<file path="src/rtl/match_ctrl.sv">
// Match sequencer: frame divider, serve/play/point/match-end flow, scoring and physics gating.
// Optional pause support is compiled in with MATCH_CTRL_PAUSE_EN.
module match_ctrl #(
  parameter int CLK_DIV      = 1666667,
  parameter int SERVE_FRAMES = 90,
  parameter int POINT_FRAMES = 60,
  parameter int WIN_SCORE    = 7
) (
  input  logic       clk,
  input  logic       rst,
  input  logic       start_btn,
  input  logic       pause_btn,
  input  logic       phys_game_over,
  input  logic [1:0] phys_winner,
  input  logic       phys_valid,
  output logic       phys_en,
  output logic       phys_rst,
  output logic       frame_tick,
  output logic [3:0] p1_score,
  output logic [3:0] p2_score,
  output logic [1:0] match_winner,
  output logic [2:0] state,
  output logic [6:0] frames_left
);

  localparam int DW = (CLK_DIV > 1) ? $clog2(CLK_DIV) : 1;

  typedef enum logic [2:0] {
    S_IDLE      = 3'd0,
    S_SERVE     = 3'd1,
    S_PLAY      = 3'd2,
    S_POINT     = 3'd3,
    S_MATCH_END = 3'd4,
    S_PAUSED    = 3'd5
  } st_e;

  st_e           state_q, state_d;
  logic [DW-1:0] div_q, div_d;
  logic [6:0]    fl_q, fl_d;
  logic [3:0]    p1_q, p1_d, p2_q, p2_d;
  logic [1:0]    mw_q, mw_d;
  logic          en_q, en_d, prst_q, prst_d;
  logic          start_q, go_q;
  logic          start_edge, point_edge, point_ok;

  assign frame_tick = (div_q == DW'(CLK_DIV - 1));
  assign div_d      = frame_tick ? '0 : div_q + 1'b1;
  assign start_edge = start_btn & ~start_q;
  // game_over history only advances on valid strobes, so a held flag scores once
  assign point_edge = phys_valid & phys_game_over & ~go_q;
  assign point_ok   = point_edge & ((phys_winner == 2'd1) | (phys_winner == 2'd2));

`ifdef MATCH_CTRL_PAUSE_EN
  logic pause_q, pause_edge;
  assign pause_edge = pause_btn & ~pause_q;
  always_ff @(posedge clk or posedge rst)
    if (rst) pause_q <= 1'b0;
    else     pause_q <= pause_btn;
`else
  logic unused_pause;
  assign unused_pause = pause_btn;
`endif

  always_ff @(posedge clk or posedge rst) begin
    if (rst) begin
      state_q <= S_IDLE;
      div_q   <= '0;
      fl_q    <= '0;
      p1_q    <= '0;
      p2_q    <= '0;
      mw_q    <= '0;
      en_q    <= 1'b0;
      prst_q  <= 1'b1;
      start_q <= 1'b0;
      go_q    <= 1'b0;
    end else begin
      state_q <= state_d;
      div_q   <= div_d;
      fl_q    <= fl_d;
      p1_q    <= p1_d;
      p2_q    <= p2_d;
      mw_q    <= mw_d;
      en_q    <= en_d;
      prst_q  <= prst_d;
      start_q <= start_btn;
      if (phys_valid) go_q <= phys_game_over;
    end
  end

  always_comb begin
    state_d = state_q;
    fl_d    = fl_q;
    p1_d    = p1_q;
    p2_d    = p2_q;
    mw_d    = mw_q;
    case (state_q)
      S_IDLE: if (start_edge) begin
        p1_d    = '0;
        p2_d    = '0;
        mw_d    = '0;
        fl_d    = 7'(SERVE_FRAMES);
        state_d = S_SERVE;
      end
      S_SERVE: if (frame_tick) begin
        if (fl_q <= 7'd1) begin
          fl_d    = '0;
          state_d = S_PLAY;
        end else fl_d = fl_q - 7'd1;
      end
      S_PLAY: begin
        if (point_ok) begin
          if (phys_winner == 2'd1) p1_d = p1_q + 4'd1;
          else                     p2_d = p2_q + 4'd1;
          fl_d    = 7'(POINT_FRAMES);
          state_d = S_POINT;
        end
`ifdef MATCH_CTRL_PAUSE_EN
        else if (pause_edge) state_d = S_PAUSED;
`endif
      end
      S_POINT: if (frame_tick) begin
        if (fl_q <= 7'd1) begin
          fl_d = '0;
          if (p1_q == 4'(WIN_SCORE)) begin
            mw_d    = 2'd1;
            state_d = S_MATCH_END;
          end else if (p2_q == 4'(WIN_SCORE)) begin
            mw_d    = 2'd2;
            state_d = S_MATCH_END;
          end else begin
            fl_d    = 7'(SERVE_FRAMES);
            state_d = S_SERVE;
          end
        end else fl_d = fl_q - 7'd1;
      end
      S_MATCH_END: if (start_edge) state_d = S_IDLE;
`ifdef MATCH_CTRL_PAUSE_EN
      S_PAUSED: if (pause_edge) state_d = S_PLAY;
`endif
      default: state_d = S_IDLE;
    endcase
  end

  // phys_rst is registered from the next state so it lines up with the state it belongs to
  always_comb begin
    en_d   = frame_tick & (state_q == S_PLAY);
    prst_d = (state_d == S_IDLE) | (state_d == S_MATCH_END) |
             ((state_d == S_SERVE) & (state_q != S_SERVE));
  end

  assign phys_en      = en_q;
  assign phys_rst     = prst_q;
  assign p1_score     = p1_q;
  assign p2_score     = p2_q;
  assign match_winner = mw_q;
  assign state        = state_q;
  assign frames_left  = fl_q;

endmodule

</file>
<file path="config.mk">
export PLATFORM = sky130hd
export DESIGN_NAME = match_ctrl
export DESIGN_NICKNAME = d
export VERILOG_FILES = /design/src/rtl/match_ctrl.sv
export SDC_FILE = /design/constraint.sdc
export NUM_CORES = 1
export LEC_CHECK = 0
export ABC_AREA = 1
export CAP_MARGIN = 20
export CORE_UTILIZATION = 50
export DETAILED_ROUTE_END_ITERATION = 8
export PLACE_DENSITY = 0.83
export REMOVE_ABC_BUFFERS = 1
export SYNTH_ARGS = -nofsm -noshare
export SYNTH_HDL_FRONTEND = slang
export SYNTH_SLANG_ARGS = --single-unit
</file>
<file path="constraint.sdc">
create_clock -name clk -period 1.5 [get_ports clk]
set_clock_uncertainty 0.05 [all_clocks]
set_input_delay 0.3 -clock clk [delete_from_list [all_inputs] [get_ports clk]]
set_output_delay 0.3 -clock clk [all_outputs]
set_load 0.005 [all_outputs]
</file>
==> impl_metrics.yaml <==
yosys:
  synth_largest_area_cell: "dfrtp_1"
  syn_area_per_cell_um2: 7.19
  netlist.area_leader.share: 0.397
  ys_top_cells_by_count: "95 x nand2_1, 57 x nor2_1, 53 x inv_1, 44 x dfrtp_1, 32 x nand3_1"
  yosysSeqAreaShare: 0.406
  synth_ff_type: "dfrtp_1"
  synth_cell_types: 26
  synthTopCellsByArea: "dfrtp_1 40%, nand2_1 13%, nor2_1 7.7%"
  ys_warn_count: 0
  synth-seq-cells: 45
  synthArstFlopShare: 1.00
  synth_edf_count: 0
  netlist_area_um2: 2780
  syn_inst: 386
  synth_most_common_cell: "nand2_1"
min_path:
  hp-class: "input pin to asynchronous set/reset pin"
detailed_routing:
  route.final.wire_length_um: 13600
  num_vias: 3922
  first_pass_iters: 6
  drc: 0
  detail-route-antenna-nets: 0
  wl_per_cell_um: 22.2
  vias_per_cell: 6.43
  drtIter0Drc: 548
setup_path:
  setup.worst_path.start_class: "flop"
  path_class: "flop to flop"
  required_ns: 1.66
  end_kind: "flop"
  critical_path.max_fanout: 5
  reg2reg_depth: 14
  crit_arrival_ns: 2.38
final_layout:
  area_growth_pct: 62.5
  drive_gt1_frac: 0.398
  nets: 554
  diodes: 0
  fin_cells: 610
  stdcell_area_um2: 4510
run_status:
  status: "finished, violations left"
  violations: "negative setup slack"
sta:
  fin_crit_sh: 1.48
  setup_viol: 43
  maxSlewViolCount: 0
  tns_ns: -13.41
  max-slew-margin-rel: 0.745
  fmax_mhz: 449
  layout_setup_ws_ns: -0.725
  worst_pin_slew_ns: 0.379
  fin_hold_ws_ns: 0.249
  finalHoldViolCount: 0
  finalCriticalPeriod_ns: 2.23
  grt_setup_unrepaired: "yes"
floorplan:
  start_util: 0.530
  die_h_um: 76.5
  rows: 26
  ioPinCount: 31
  fp.dieArea_um2: 5850
  coreArea_um2: 5240
  die_w_um: 76.5
global_route:
  overflow: 0
  grt_max_degree: 46
  grt_pass1_vias: 3289
  grt.total_usage: 0.348
  grt_pass1_wl_um: 15800
  antenna_found_initial: 0
cts:
  cts_made_buffers: 5
  tritoncts: "done"
  clock-root-buffer: "clkbuf_8"
  insertion_delay_ns: 0.33
  clk_pin_slew_worst_paths_ns: 0.11
  htreeDepth: 2
  cts_buffer_depth: 2
  cts_hold_buffers: 0
  cts_sinks: 45
place:
  place_inst: 571
  place.gp.congestion: 0.985
  place_area_um2: 3810
  port_buffers: 29
  dp.final_hpwl_um: 5860
run:
  cap_violations: 0
power_and_ir_drop:
  vdd_drop_max_uv: 657
  power.density_nw_per_um2: 709
  p_leak_nw: 2.29
[cells by family (layout without fill, tap and decap cells)]
kind of cell	after synthesis	count (layout)	synth area share
flops	45	45	0.406
compound gates	31	31	0.0595
simple gates	233	233	0.387
xor+xnor	12	12	0.0379
fa+ha+maj	7	7	0.0315
buf+inv	58	212	0.0784
[metal layers]
metal	routed length, um	vias to the layer above	GRT usage
met1	4430	1775	0.431
met5	0	-	0
li1	-	1539	-
met2	5890	447	0.600
met3	1880	161	0.0539
met4	1360	0	0.150
[flip-flops by register name, indices dropped and copies added (netlist names)]
signal        flops
p2_score          4
p1_score          4
state             3
frames_left       7
match_winner      2
phys_en           1
phys_rst          1
div_q            21
start_q           1
go_q              1
[final timing paths]
check | from | end | slack, ns
worst max-delay path | div_q[0]$_DFF_PP0_ | state[0]$_DFF_PP0_ | -0.73
worst min-delay path | rst | match_winner[0]$_DFFE_PP0P_ | 0.25
worst max register to register | div_q[0]$_DFF_PP0_ | state[0]$_DFF_PP0_ | -0.73
worst min register to register | frames_left[0]$_DFFE_PP0P_ | frames_left[0]$_DFFE_PP0P_ | 0.51
max in group asynchronous | rst | phys_rst$_DFF_PP1_ | 0.87
min in group clk | phys_valid | go_q$_DFFE_PP0P_ | 0.33
[report_power, final]
group | internal [mW] | switching (mW)
clock | 0.502 | 0.502
combinational | 0.396 | 0.483
sequential | 1.27 | 0.0482
total | 2.17 | 1.03
[critical path, stage by stage, from the launching register on]
cell and delay, ns:
dfrtp_1 0.42, inv_1 0.11, ha_2 0.24, nand2_2 0.07, inv_2 0.07, nand2_2 0.07, inv_2 0.08, buf_4 0.11
nand3_4 0.06, nor2_4 0.21, nand2_2 0.09, nand2_2 0.13, nand2_1 0.07, nand2_1 0.19, nand2_1 0.13
[layout by cell type (no fill, tap or decap), drive strengths merged, types with 2 or more instances in the layout]
master	Yosys	final
o21ai	17	17
nand2	101	101
inv	58	57
nand3b	2	2
xor2	11	11
ha	7	7
dfrtp	44	44
or2	3	3
clkbuf	0	8
nor2	64	64
o21a	3	3
nand3	36	36
dlygate4sd2	0	21
a21oi	10	10
nor3	7	7
clkdlybuf4s50	0	3
nand4	18	18
buf	0	119
[through the flow]
| stage | power [mW] | utilization | worst slack [ns] |
|---|---|---|---|
| floorplan | 1.65 | - | -0.0994 |
| global placement | 1.96 | 0.728 | -0.485 |
| detailed placement | 2.00 | 0.728 | -0.552 |
| CTS | 2.98 | 0.793 | -0.272 |
| global route | 3.28 | 0.861 | -0.717 |
| finish | 3.20 | 0.861 | -0.725 |
[what timing repair did]
item                                    CTS  global route
pin swaps                                19            31
setup buffers                            19            13
endpoints found under the setup margin   53            48
resized for setup                        67            81
[final cells by class]
cell class / count / area, um2
Timing Repair Buffer: 146 / 1220
Clock inverter: 2 / 38.8
Tap cell: 70 / 87.6
Clock buffer: 6 / 72.6
Sequential cell: 45 / 1130
Fill cell: 242 / 727
Inverter: 58 / 231
Multi-Input combinational cell: 283 / 1730
Power figures use the tool's default switching activity.
==> edit: new RTL, same flow settings <==
The parameter `CLK_DIV` goes from 1666667 to 833333.
--- a/src/rtl/match_ctrl.sv
+++ b/src/rtl/match_ctrl.sv
@@ -1,7 +1,7 @@
 // Match sequencer: frame divider, serve/play/point/match-end flow, scoring and physics gating.
 // Optional pause support is compiled in with MATCH_CTRL_PAUSE_EN.
 module match_ctrl #(
-  parameter int CLK_DIV      = 1666667,
+  parameter int CLK_DIV      = 833333,
   parameter int SERVE_FRAMES = 90,
   parameter int POINT_FRAMES = 60,
   parameter int WIN_SCORE    = 7
Function: same outputs for any inputs over 10 cycles, from zero or initial values and one cycle with rst high; that may be too few to reach the edited logic, so the function may still have changed.
==> edit against the original RTL <==
The run still ends with setup timing left. Core utilization grew 5.0 points. Sequential share of layout area shrank 1.6 points. Register-to-register slack gained 0.37 ns. Routed wire length grew 6.0%. Final area grew 4.4%. Sequential cell count shrank 1. Via count grew 1.9%. Area after synthesis shrank 1.6%. Setup slack gained 0.33 ns. Critical path type is now reg -> out.
Power is not compared: it rests on default switching activity, and its combinational part moved more than twofold at a synthesized area within 25%.
==> edit: results (changes against the original RTL) <==
| Metric | Value |
|---|---|
| DP Area | `3660 µm² (-4.1%)` |
| Synth Instances | `383 (-0.78%)` |
| CP Data Arrival Time | `1.54 ns (-0.84 ns)` |
| DR pass1 iterations | `7 (+1)` |
| Filler cells | `190 (-21%)` |
| DR vias/cell | `6.47 (+0.71%)` |
| Pre-CTS setup slack | `-0.570 ns (-0.0178 ns)` |
| Pin count of the biggest net entering global routing | `45 (-2.2%)` |
| Biggest register | `div_q` |
| PnR worst setup slack | `-0.394 ns (+0.331 ns)` |
| Clock-pin slew of the registers on the worst-case setup and hold paths | `0.08 ns (-0.03 ns)` |
| Sequential area share after synthesis | `40.3% (-0.27 points)` |
| Finished Cell Area | `4710 µm² (+4.4%)` |
| Final setup TNS | `-8.19 ns (+5.23 ns)` |
| Total track usage | `38.0% (+3.1 points)` |
| Num CTS Buffers | `5 (unchanged)` |
| Switching part of the total | `about two fifths` |
| Starting DRT DRC Count | `624 (+14%)` |
| Endpoints failing setup | `44 (+2.3%)` |
| Reg2reg end | `frames_left[3]` |
| Antenna violations before repair | `0 (unchanged)` |
| Vias | `3,995 (+1.9%)` |
| Worst R2R Path Depth | `11 (-3)` |
| Commonest cells post-synth | `106 x nand2_1, 64 x nor2_1, 52 x inv_1` |
| Wire length per cell | `23.3 µm (+4.8%)` |
| Fin nets | `561 (+1.3%)` |
| FF-to-FF setup slack | `-0.36 ns (+0.37 ns)` |
| Critical path endpoint | `frame_tick` |
| Share of layout cells above drive strength 1 | `46.1% (+6.3 points)` |
| Status | `finished with violations` |
| Worst-Skew Late Latency | `roughly 0.32 ns` |
| Placer Congestion | `0.939 (-4.7%)` |
| Chip width | `75.9 µm (-0.77%)` |
| Top cells by area, synth | `dfrtp_1 39%, nand2_1 15%, nor2_1 8.8%` |
| Placed cells | `553 (-3.2%)` |
| Yosys warnings | `0 (unchanged)` |
| Largest register FFs | `20 (-4.8%)` |
| Failing checks | `setup timing` |
| Unique masters post-synth | `30 (+15%)` |
| Synth Cell Area | `2730 µm² (-1.6%)` |
| Vias in the first global route | `3,514 (+6.8%)` |
| Critical Path Source | `div_q[1]` |
| Critical Path Fanout Max | `2 (-3)` |
| HPWL after detailed placement | `5.56 mm (-5.2%)` |
| First-pass GRT wire length | `17.1 mm (+7.9%)` |
| Worst-Margin Slew | `0.376 ns (-0.00253 ns)` |
-- edit: changes by cell type after synthesis, sizes merged, moves of 2 or more --
cell	change
nand2	+13
nor2	+7
inv	-2
o21ai	-3
nand4	-5
nand3	-10
nand3b	-2
or2	-2
-- edit: layer usage --
layer	part of all wire [%]	GRT usage, %
met3	12	8.92
met4	12	27.9
met5	0	0
met2	43	63.3
met1	33	42.4
-- edit: logic make-up (layout without fill, tap and decap cells) --
kind of cell / count (synthesis) / count (layout) / share of synthesized area (%)
AOI/OAI and AO/OA: 27 / 27 / 6.00
xor gates and xnor gates: 14 / 14 / 4.49
adders and majority gates: 7 / 7 / 3.20
buffers and inverters: 57 / 221 / 8.01
DFF: 44 / 44 / 40.3
and+or+nand+nor: 234 / 234 / 38.0
-- edit: how the worst min path moves through the flow --
stage	from	end	slack, ns	depth (start not counted)
finish	rst	match_winner[1]	0.27	3
global route	rst	phys_en	0.30	3
CTS	rst	p2_score[3]	0.30	3
detailed placement	match_winner[0]	match_winner[0]	0.41	2
global placement	match_winner[1]	match_winner[1]	0.43	2
floorplan	start_btn	start_q	0.28	0
-- edit: area by class of cell --
class                           instances  share of cell area (%)
Clock buffer                            6                    1.75
Clock inverter                          2                   0.212
Sequential cell                        44                    23.5
Tap cell                               70                    1.86
Multi-Input combinational cell        282                    39.6
Timing Repair Buffer                  156                    28.0
Inverter                               57                    5.10
-- edit: what timing repair did --
action | in CTS | in global routing
pin swaps | 29 | 49
endpoints found under the hold margin | 0 | 0
resized for setup | 100 | 89
buffers inserted | 38 | 31
setup endpoints to repair | 57 | 40
-- edit: worst max-delay path, stage by stage (launching register included) --
cell	delay, ns
dfrtp_1	0.41
inv_2	0.10
ha_4	0.16
inv_4	0.04
nor2_4	0.10
buf_6	0.12
nand3_4	0.09
inv_2	0.11
buf_6	0.10
